===== config.mk =====
export PLATFORM = sky130hd
export DESIGN_NAME = vram_access_arbiter_flat
export DESIGN_NICKNAME = d
export VERILOG_FILES = /design/src/rtl/vram_access_arbiter_pkg.sv /design/src/rtl/vram_access_arbiter_if.sv /design/src/rtl/vram_access_arbiter.sv /design/src/flat_wrapper.sv
export SDC_FILE = /design/constraint.sdc
export NUM_CORES = 1
export LEC_CHECK = 0
export ABC_AREA = 1
export CAP_MARGIN = 5
export CORE_MARGIN = 2
export CORE_UTILIZATION = 30
export DETAILED_ROUTE_END_ITERATION = 6
export PLACE_DENSITY = 0.88
export SYNTH_ARGS = -nofsm -noshare
export SYNTH_HDL_FRONTEND = slang
export SYNTH_SLANG_ARGS = --single-unit

===== constraint.sdc =====
create_clock -name clk -period 2.4 [get_ports clk]
set_clock_uncertainty 0.1 [all_clocks]
set_input_delay 0.48 -clock clk [delete_from_list [all_inputs] [get_ports clk]]
set_output_delay 0.48 -clock clk [all_outputs]
set_load 0.02 [all_outputs]

===== src/rtl/vram_access_arbiter_pkg.sv =====
// Shared types and constants for the VRAM access arbiter.
package vram_access_arbiter_pkg;

    typedef enum logic [1:0] {HBLANK, VBLANK, OAM_SCAN, DRAWING} ppu_mode_t;
    typedef enum logic [1:0] {OWN_NONE, OWN_PPU, OWN_DMA, OWN_CPU} owner_t;
    typedef enum logic [1:0] {IDLE, WAIT, INFLT, DONE} cpu_state_t;

    localparam logic [7:0] BLOCKED_RDATA = 8'hFF;

endpackage


===== src/rtl/vram_access_arbiter_if.sv =====
// Requester, CPU and memory-macro signals of the VRAM arbiter in one bundle.
interface vram_access_arbiter_if #(
    parameter int AW = 13,
    parameter int DW = 8
);
    import vram_access_arbiter_pkg::*;

    ppu_mode_t         ppu_mode;
    logic              ppu_req;
    logic [AW-1:0]     ppu_addr;
    logic              ppu_valid;
    logic [DW-1:0]     ppu_rdata;
    logic              dma_req;
    logic [AW-1:0]     dma_addr;
    logic              dma_valid;
    logic [DW-1:0]     dma_rdata;
    logic              cpu_req;
    logic              cpu_we;
    logic [AW-1:0]     cpu_addr;
    logic [DW-1:0]     cpu_wdata;
    logic              cpu_ack;
    logic [DW-1:0]     cpu_rdata;
    logic              cpu_blocked;
    logic              mem_en;
    logic              mem_we;
    logic [AW-1:0]     mem_addr;
    logic [DW-1:0]     mem_wdata;
    logic [DW-1:0]     mem_rdata;

    modport slave (
        input  ppu_mode, ppu_req, ppu_addr, dma_req, dma_addr,
               cpu_req, cpu_we, cpu_addr, cpu_wdata, mem_rdata,
        output ppu_valid, ppu_rdata, dma_valid, dma_rdata,
               cpu_ack, cpu_rdata, cpu_blocked,
               mem_en, mem_we, mem_addr, mem_wdata
    );

    modport master (
        output ppu_mode, ppu_req, ppu_addr, dma_req, dma_addr,
               cpu_req, cpu_we, cpu_addr, cpu_wdata, mem_rdata,
        input  ppu_valid, ppu_rdata, dma_valid, dma_rdata,
               cpu_ack, cpu_rdata, cpu_blocked,
               mem_en, mem_we, mem_addr, mem_wdata
    );

endinterface


===== src/rtl/vram_access_arbiter.sv =====
// Single-port VRAM arbiter: PPU > starved CPU > DMA > CPU, one access per cycle,
// read data routed back to its owner one cycle after the grant.
module vram_access_arbiter
    import vram_access_arbiter_pkg::*;
#(
    parameter int AW           = 13,
    parameter int DW           = 8,
    parameter int STARVE_LIMIT = 16,
    parameter bit LOCK_MODE3   = 1'b1
) (
    input logic               clk,
    input logic               reset,
    vram_access_arbiter_if.slave bus
);
    // state      | meaning
    // IDLE       | no CPU transaction
    // WAIT       | CPU request arbitrating (or about to be blocked)
    // INFLT      | CPU access issued, ack/data this cycle
    // DONE       | acked, waiting for cpu_req to drop

    localparam int SW = $clog2(STARVE_LIMIT + 1);

    cpu_state_t    cpu_state;
    owner_t        owner;
    owner_t        grant;
    logic [SW-1:0] starve;
    logic          cpu_wr_q;
    logic          cpu_blk_q;
    logic          cpu_locked;
    logic          cpu_elig;
    logic          cpu_forced;

    always_comb begin
        cpu_locked = LOCK_MODE3 && (bus.ppu_mode == DRAWING);
        cpu_elig   = (cpu_state == WAIT) && !cpu_locked;
        cpu_forced = cpu_elig && (starve == SW'(STARVE_LIMIT));
        grant      = OWN_NONE;
        if (reset)            grant = OWN_NONE;
        else if (bus.ppu_req) grant = OWN_PPU;
        else if (cpu_forced)  grant = OWN_CPU;
        else if (bus.dma_req) grant = OWN_DMA;
        else if (cpu_elig)    grant = OWN_CPU;
    end

    always_comb begin
        bus.mem_en    = (grant != OWN_NONE);
        bus.mem_we    = (grant == OWN_CPU) && bus.cpu_we;
        bus.mem_wdata = ((grant == OWN_CPU) && bus.cpu_we) ? bus.cpu_wdata : '0;
        case (grant)
            OWN_PPU: bus.mem_addr = bus.ppu_addr;
            OWN_DMA: bus.mem_addr = bus.dma_addr;
            OWN_CPU: bus.mem_addr = bus.cpu_addr;
            default: bus.mem_addr = '0;
        endcase
    end

    // Read data comes straight from the macro in the cycle after the grant.
    always_comb begin
        bus.ppu_valid   = (owner == OWN_PPU);
        bus.ppu_rdata   = (owner == OWN_PPU) ? bus.mem_rdata : '0;
        bus.dma_valid   = (owner == OWN_DMA);
        bus.dma_rdata   = (owner == OWN_DMA) ? bus.mem_rdata : '0;
        bus.cpu_ack     = (owner == OWN_CPU) || cpu_blk_q;
        bus.cpu_blocked = cpu_blk_q;
        if (cpu_blk_q)
            bus.cpu_rdata = DW'(BLOCKED_RDATA);
        else if ((owner == OWN_CPU) && !cpu_wr_q)
            bus.cpu_rdata = bus.mem_rdata;
        else
            bus.cpu_rdata = '0;
    end

    always_ff @(posedge clk or posedge reset) begin
        if (reset) begin
            cpu_state <= IDLE;
            owner     <= OWN_NONE;
            starve    <= '0;
            cpu_wr_q  <= 1'b0;
            cpu_blk_q <= 1'b0;
        end else begin
            owner     <= grant;
            cpu_wr_q  <= (grant == OWN_CPU) && bus.cpu_we;
            cpu_blk_q <= 1'b0;
            if (grant == OWN_CPU)
                starve <= '0;
            else if (cpu_elig && (grant == OWN_DMA) && (starve != SW'(STARVE_LIMIT)))
                starve <= starve + SW'(1);
            case (cpu_state)
                IDLE:  if (bus.cpu_req) cpu_state <= WAIT;
                WAIT: begin
                    if (grant == OWN_CPU) begin
                        cpu_state <= INFLT;
                    end else if (cpu_locked) begin
                        cpu_blk_q <= 1'b1;
                        cpu_state <= DONE;
                    end
                end
                INFLT: cpu_state <= DONE;
                DONE:  if (!bus.cpu_req) cpu_state <= IDLE;
                default: cpu_state <= IDLE;
            endcase
        end
    end

endmodule


===== src/flat_wrapper.sv =====
// flat-port wrapper written by rule: the top's interface ports become plain ports
module vram_access_arbiter_flat import vram_access_arbiter_pkg::*;
#(
    parameter int AW           = 13,
    parameter int DW           = 8,
    parameter int STARVE_LIMIT = 16,
    parameter bit LOCK_MODE3   = 1'b1
)
  (clk, reset, bus_ppu_mode, bus_ppu_req, bus_ppu_addr, bus_dma_req, bus_dma_addr, bus_cpu_req, bus_cpu_we, bus_cpu_addr, bus_cpu_wdata, bus_mem_rdata, bus_ppu_valid, bus_ppu_rdata, bus_dma_valid, bus_dma_rdata, bus_cpu_ack, bus_cpu_rdata, bus_cpu_blocked, bus_mem_en, bus_mem_we, bus_mem_addr, bus_mem_wdata);
  vram_access_arbiter_if #(.AW(AW), .DW(DW)) bus_i ();
  input logic clk;
  input logic reset;
  input wire logic [$bits(bus_i.ppu_mode)-1:0] bus_ppu_mode;
  input wire logic [$bits(bus_i.ppu_req)-1:0] bus_ppu_req;
  input wire logic [$bits(bus_i.ppu_addr)-1:0] bus_ppu_addr;
  input wire logic [$bits(bus_i.dma_req)-1:0] bus_dma_req;
  input wire logic [$bits(bus_i.dma_addr)-1:0] bus_dma_addr;
  input wire logic [$bits(bus_i.cpu_req)-1:0] bus_cpu_req;
  input wire logic [$bits(bus_i.cpu_we)-1:0] bus_cpu_we;
  input wire logic [$bits(bus_i.cpu_addr)-1:0] bus_cpu_addr;
  input wire logic [$bits(bus_i.cpu_wdata)-1:0] bus_cpu_wdata;
  input wire logic [$bits(bus_i.mem_rdata)-1:0] bus_mem_rdata;
  output wire logic [$bits(bus_i.ppu_valid)-1:0] bus_ppu_valid;
  output wire logic [$bits(bus_i.ppu_rdata)-1:0] bus_ppu_rdata;
  output wire logic [$bits(bus_i.dma_valid)-1:0] bus_dma_valid;
  output wire logic [$bits(bus_i.dma_rdata)-1:0] bus_dma_rdata;
  output wire logic [$bits(bus_i.cpu_ack)-1:0] bus_cpu_ack;
  output wire logic [$bits(bus_i.cpu_rdata)-1:0] bus_cpu_rdata;
  output wire logic [$bits(bus_i.cpu_blocked)-1:0] bus_cpu_blocked;
  output wire logic [$bits(bus_i.mem_en)-1:0] bus_mem_en;
  output wire logic [$bits(bus_i.mem_we)-1:0] bus_mem_we;
  output wire logic [$bits(bus_i.mem_addr)-1:0] bus_mem_addr;
  output wire logic [$bits(bus_i.mem_wdata)-1:0] bus_mem_wdata;
  assign bus_i.ppu_mode = bus_ppu_mode;
  assign bus_i.ppu_req = bus_ppu_req;
  assign bus_i.ppu_addr = bus_ppu_addr;
  assign bus_i.dma_req = bus_dma_req;
  assign bus_i.dma_addr = bus_dma_addr;
  assign bus_i.cpu_req = bus_cpu_req;
  assign bus_i.cpu_we = bus_cpu_we;
  assign bus_i.cpu_addr = bus_cpu_addr;
  assign bus_i.cpu_wdata = bus_cpu_wdata;
  assign bus_i.mem_rdata = bus_mem_rdata;
  assign bus_ppu_valid = bus_i.ppu_valid;
  assign bus_ppu_rdata = bus_i.ppu_rdata;
  assign bus_dma_valid = bus_i.dma_valid;
  assign bus_dma_rdata = bus_i.dma_rdata;
  assign bus_cpu_ack = bus_i.cpu_ack;
  assign bus_cpu_rdata = bus_i.cpu_rdata;
  assign bus_cpu_blocked = bus_i.cpu_blocked;
  assign bus_mem_en = bus_i.mem_en;
  assign bus_mem_we = bus_i.mem_we;
  assign bus_mem_addr = bus_i.mem_addr;
  assign bus_mem_wdata = bus_i.mem_wdata;
  vram_access_arbiter #(.AW(AW), .DW(DW), .STARVE_LIMIT(STARVE_LIMIT), .LOCK_MODE3(LOCK_MODE3)) u_core (.clk(clk), .reset(reset), .bus(bus_i));
endmodule

* Yosys cells after proc, flatten, opt, wreduce, memory -nomap -nowiden
Cells that the tools add are included.
Cells by class: $add $sub $neg 1, multiply operators 0, div/mod/pow operators 0, magnitude comparators 0, equality and inequality tests 15, shifts and indexed selects 0, mux-type cells 21, bitwise logic cells 0, reductions and logical operators 13
Operator list (number):
- $mux W8 | 5
- $pmux W13 S3 | 1
- $mux W2 | 9
- $eq A2 B2 Y1 const B | 7
- $mux W5 | 2
- $pmux W2 S4 | 1
- $eq A2 B1 Y1 const B | 3
- $logic_and A1 B1 Y1 | 6
- $add A5 B1 Y5 const B | 1
- $eq A5 B5 Y1 const B | 1
- $ne A5 B5 Y1 const B | 1
- $ne A2 B2 Y1 const B | 2
- $reduce_bool A2 Y1 | 2
- $mux W1 | 3
- $ne A3 B2 Y1 const B | 1
- $reduce_and A3 Y1 | 1
- $logic_not A1 Y1 | 2
- $logic_not A2 Y1 | 1
- $logic_or A1 B1 Y1 | 1
Word-level totals: bits in registers 11, latch bits 0, bits in writable memories 0, bits in read-only memories 0, bits of input ports 63, output and inout bits 51, word-level logic and storage cells 55, memories 0

* Depth between registers and ports, before layout
depth after elaboration 13, mapped depth 12, gate-level depth less buffers 11

* Least setup slack after synthesis
OpenSTA, ideal clock, no wires.
path kind input to output, from input reset, to output bus_mem_addr[12], data arrival time 1525 ps, data required time 1820 ps, path slack 295 ps, stages on the path 6, buffers on the path 1, cell sequence inv_1 > nand2_1 > inv_1 > clkbuf_1 > nand2_1 > nand3_1
On the way: cells in the longest elaborated chain, start to end 3, elaborated cells between the ends (all ways) 5, those cells by class eq/ne (3); mux (2)
Ends and longest elaborated chain:
- start, declared | line flat_wrapper.sv:12 | input logic reset;
- $mux W2 * | line vram_access_arbiter.sv:38 | if (reset) grant = OWN_NONE;
- $eq A2 B2 Y1 / $eq A2 B1 Y1 (equally long branches) | line vram_access_arbiter.sv:49 | case (grant)
- $pmux W13 S3 * | line vram_access_arbiter.sv:49
- end, declared | line flat_wrapper.sv:32 | output wire logic [$bits(bus_i.mem_addr)-1:0] bus_mem_addr;
Every way passes the cells marked *; elsewhere a longest branch is shown, timed or not.

* Worst setup path in the final report
from input bus_mem_rdata[7], to output bus_cpu_rdata[7]
On the way: cells in the longest elaborated chain, start to end 2
Ends and longest elaborated chain:
- start, declared | line flat_wrapper.sv:22 | input wire logic [$bits(bus_i.mem_rdata)-1:0] bus_mem_rdata;
- $mux W8 | line vram_access_arbiter.sv:67 | else if ((owner == OWN_CPU) && !cpu_wr_q)
- $mux W8 | line vram_access_arbiter.sv:65 | if (cpu_blk_q)
- end, declared | line flat_wrapper.sv:28 | output wire logic [$bits(bus_i.cpu_rdata)-1:0] bus_cpu_rdata;
Every way passes these cells.

==> summary.txt <==
Placement
  • Detail Placement HPWL: 3650 um
  • Setup WS pre-CTS: -0.445 ns
  • Routability cong.: 0.766
  • Post-Place Cells: 372
  • I/O Buffers: 113
  • Post-DP Area: 0.00251 sq mm

Run status
  • Run status: finished, final reports clean

Global routing
  • Largest net degree at the start of global routing: 15
  • GRT Total Usage: 20.0%
  • Number of global-route vias before repair: 1608
  • First-pass GRT wire length: 7020 um
  • Initial antenna violation count: 0
  • Congestion Overflow GR: 0

Floorplan
  • Rows: 22
  • Die width: 67.1 um
  • Core Area: 0.00374 sq mm
  • Starting Density: 31.9%
  • Chip Height: 67.1 um
  • Die area: 0.00450 sq mm
  • Ports: 114

Power and ir drop
  • Max VDD drop: 0.000543 V
  • Power Density: 524 mW/mm^2
  • Design Power: 1.37 mW
  • Leakage dissipation: 1.41 nW

Layout
  • Final core utilization: 70.1%
  • Fin cells: 384
  • Nets: 405
  • Synthesis-to-finish area growth: 120%
  • Post-route cell area: 0.00263 sq mm
  • Filler cells: 326
  • Antenna diode count: 0
  • Most frequent cells in the layout: clkdlybuf4s50_1 (81), nand2_1 (43), nand3_1 (30)
  • Most common cell after layout, fill and taps aside: clkdlybuf4s50_1
  • Share of cells above drive strength 1: 24.1%

Synthesis
  • Synthesized Nets: 264
  • Register area share after synthesis: 23.0%
  • Warnings from Yosys: 0
  • Syn Area/Cell: 6.10 sq um
  • Netlist cell types: 21
  • Synth Instances: 196
  • Yosys reg bits: 11
  • Cell Area, Synth: 0.00119 sq mm

Timing
  • Fmax achieved: 421 MHz
  • Max Slew Vio Count: 0
  • Hold Violations, Final: 0
  • # setup viols final: 0
  • Tmin final: 2.38 ns
  • Setup TNS: 0 ns
  • Tightest Pin Transition: 0.321 ns
  • PnR worst setup slack: 0.0228 ns
  • Max transition margin: 78.6%
  • Worst hold margin: 0.380 ns
  • Period utilization: 99.0%

Clock network
  • Worst-path clk slew: 0.05 ns
  • Clk Tree Root Cell: clkbuf_8
  • Skew-Pair Late Insertion Delay: 0.24 ns
  • TritonCTS Buffers: 3
  • Maximum root-to-sink buffer count: 2
  • H-tree depth: 1
  • Clock sinks: 11
  • TritonCTS clock tree: yes

Routing
  • Via count: 1713
  • Final wirelength: 4590 um
  • Via-to-Cell Ratio: 4.46
  • Drt wl/cell: 12.0 um
  • Antenna viol nets, final: 0
  • Met1 wire length: 1770 um
  • DR pass1 iterations: 4
  • DR WL met3: 405 um
  • Iter 0 DRT Violations: 83
  • DRC: 0
  • Routed length on met2: 2390 um
  • Top sig layer: met4

Worst setup path
  • FF-to-FF Start: u_core.cpu_state[1]
  • Worst Setup Start Kind: primary input
  • R2r setup slk: 0.50 ns
  • WP data arrival: 1.80 ns
  • Crit-path max FO: 3
  • Crit end category: output pin
  • WS Path Type: in2out
  • CP required: 1.82 ns
  • Worst R2R End: u_core.starve[3]
  • Reg2Reg Depth: 11

Min path
  • HP Class: in2async

Job
  • Max_cap viols: 0
-- worst max-delay path, cell delays in order --
cell             delay, ns
clkdlybuf4s50_1       0.47
inv_1                 0.07
o21ai_0               0.16
clkdlybuf4s50_1       0.62
-- synth_stat cells, drive strengths merged --
library cell | count | area [sq um]
nand2 | 55 | 234
a21o | 1 | 7.51
buf | 3 | 33.8
o21ai | 10 | 50.1
nor2 | 33 | 141
o21bai | 2 | 26.3
a21oi | 1 | 5.00
xor2 | 3 | 26.3
ha | 5 | 62.6
nand3b | 3 | 22.5
nand3 | 33 | 165
inv | 34 | 128
dfrtp | 11 | 275
clkbuf | 2 | 17.5
-- flip-flops by register name, indices dropped and copies added (netlist names) --
signal / flops
u_core.starve: 5
u_core.cpu_state: 2
u_core.owner: 2
u_core.bus.cpu_blocked: 1
u_core.cpu_wr_q: 1
-- worst max path at each step --
stage | from | end | slack [ns] | depth (start not counted)
2_1_floorplan | reset | bus_mem_addr[12] | 0.30 | 6
5_1_grt | u_core.cpu_state[1] | bus_mem_wdata[3] | -0.04 | 9
4_1_cts | bus_ppu_req | bus_mem_addr[2] | 0.0001 | 9
3_3_place_gp | reset | bus_mem_addr[0] | -0.43 | 7
6_report | bus_mem_rdata[7] | bus_cpu_rdata[7] | 0.02 | 4
3_5_place_dp | bus_ppu_mode[0] | bus_mem_wdata[2] | -0.45 | 9
-- power by group --
group | switching [mW] | internal (mW)
Clock | 0.0651 | 0.116
Sequential | 0.0349 | 0.233
Combinational | 0.441 | 0.484
Total | 0.541 | 0.833
-- cells by family (layout without fill, tap and decap cells) --
group / Yosys count / count (layout) / share of synthesized area [%]
buffers and inverters: 39 / 179 / 15.0
adder cells (fa/ha/maj): 5 / 5 / 5.24
XOR/XNOR: 3 / 3 / 2.20
AO/OA/AOI/OAI: 14 / 14 / 7.43
flip-flops: 11 / 11 / 23.0
AND/OR/NAND/NOR: 124 / 124 / 47.1
-- final cells by class --
cell class / count / area (sq um) / share of cell area (%)
multi-input cells: 146 / 816 / 31.1
well taps: 48 / 60.1 / 2.29
inverters: 34 / 130 / 4.96
repair buffers: 141 / 1300 / 49.5
clock buffers: 4 / 45.0 / 1.72
flip-flops and latches: 11 / 275 / 10.5
-- what timing repair did --
action,CTS,global route
endpoints found under the setup margin,23,27
pin swaps,2,4
hold buffers,0,0
gates resized for setup,107,25
setup buffers,5,3
gates cloned,1,0
-- layer usage --
| layer | vias to the layer above | track usage (%) |
|---|---|---|
| met4 | 0 | 6.63 |
| met5 | - | 0 |
| met2 | 74 | 34.8 |
| met1 | 751 | 23.4 |
| met3 | 5 | 5.74 |
| li1 | 883 | - |
Power figures use the tool's default switching activity.
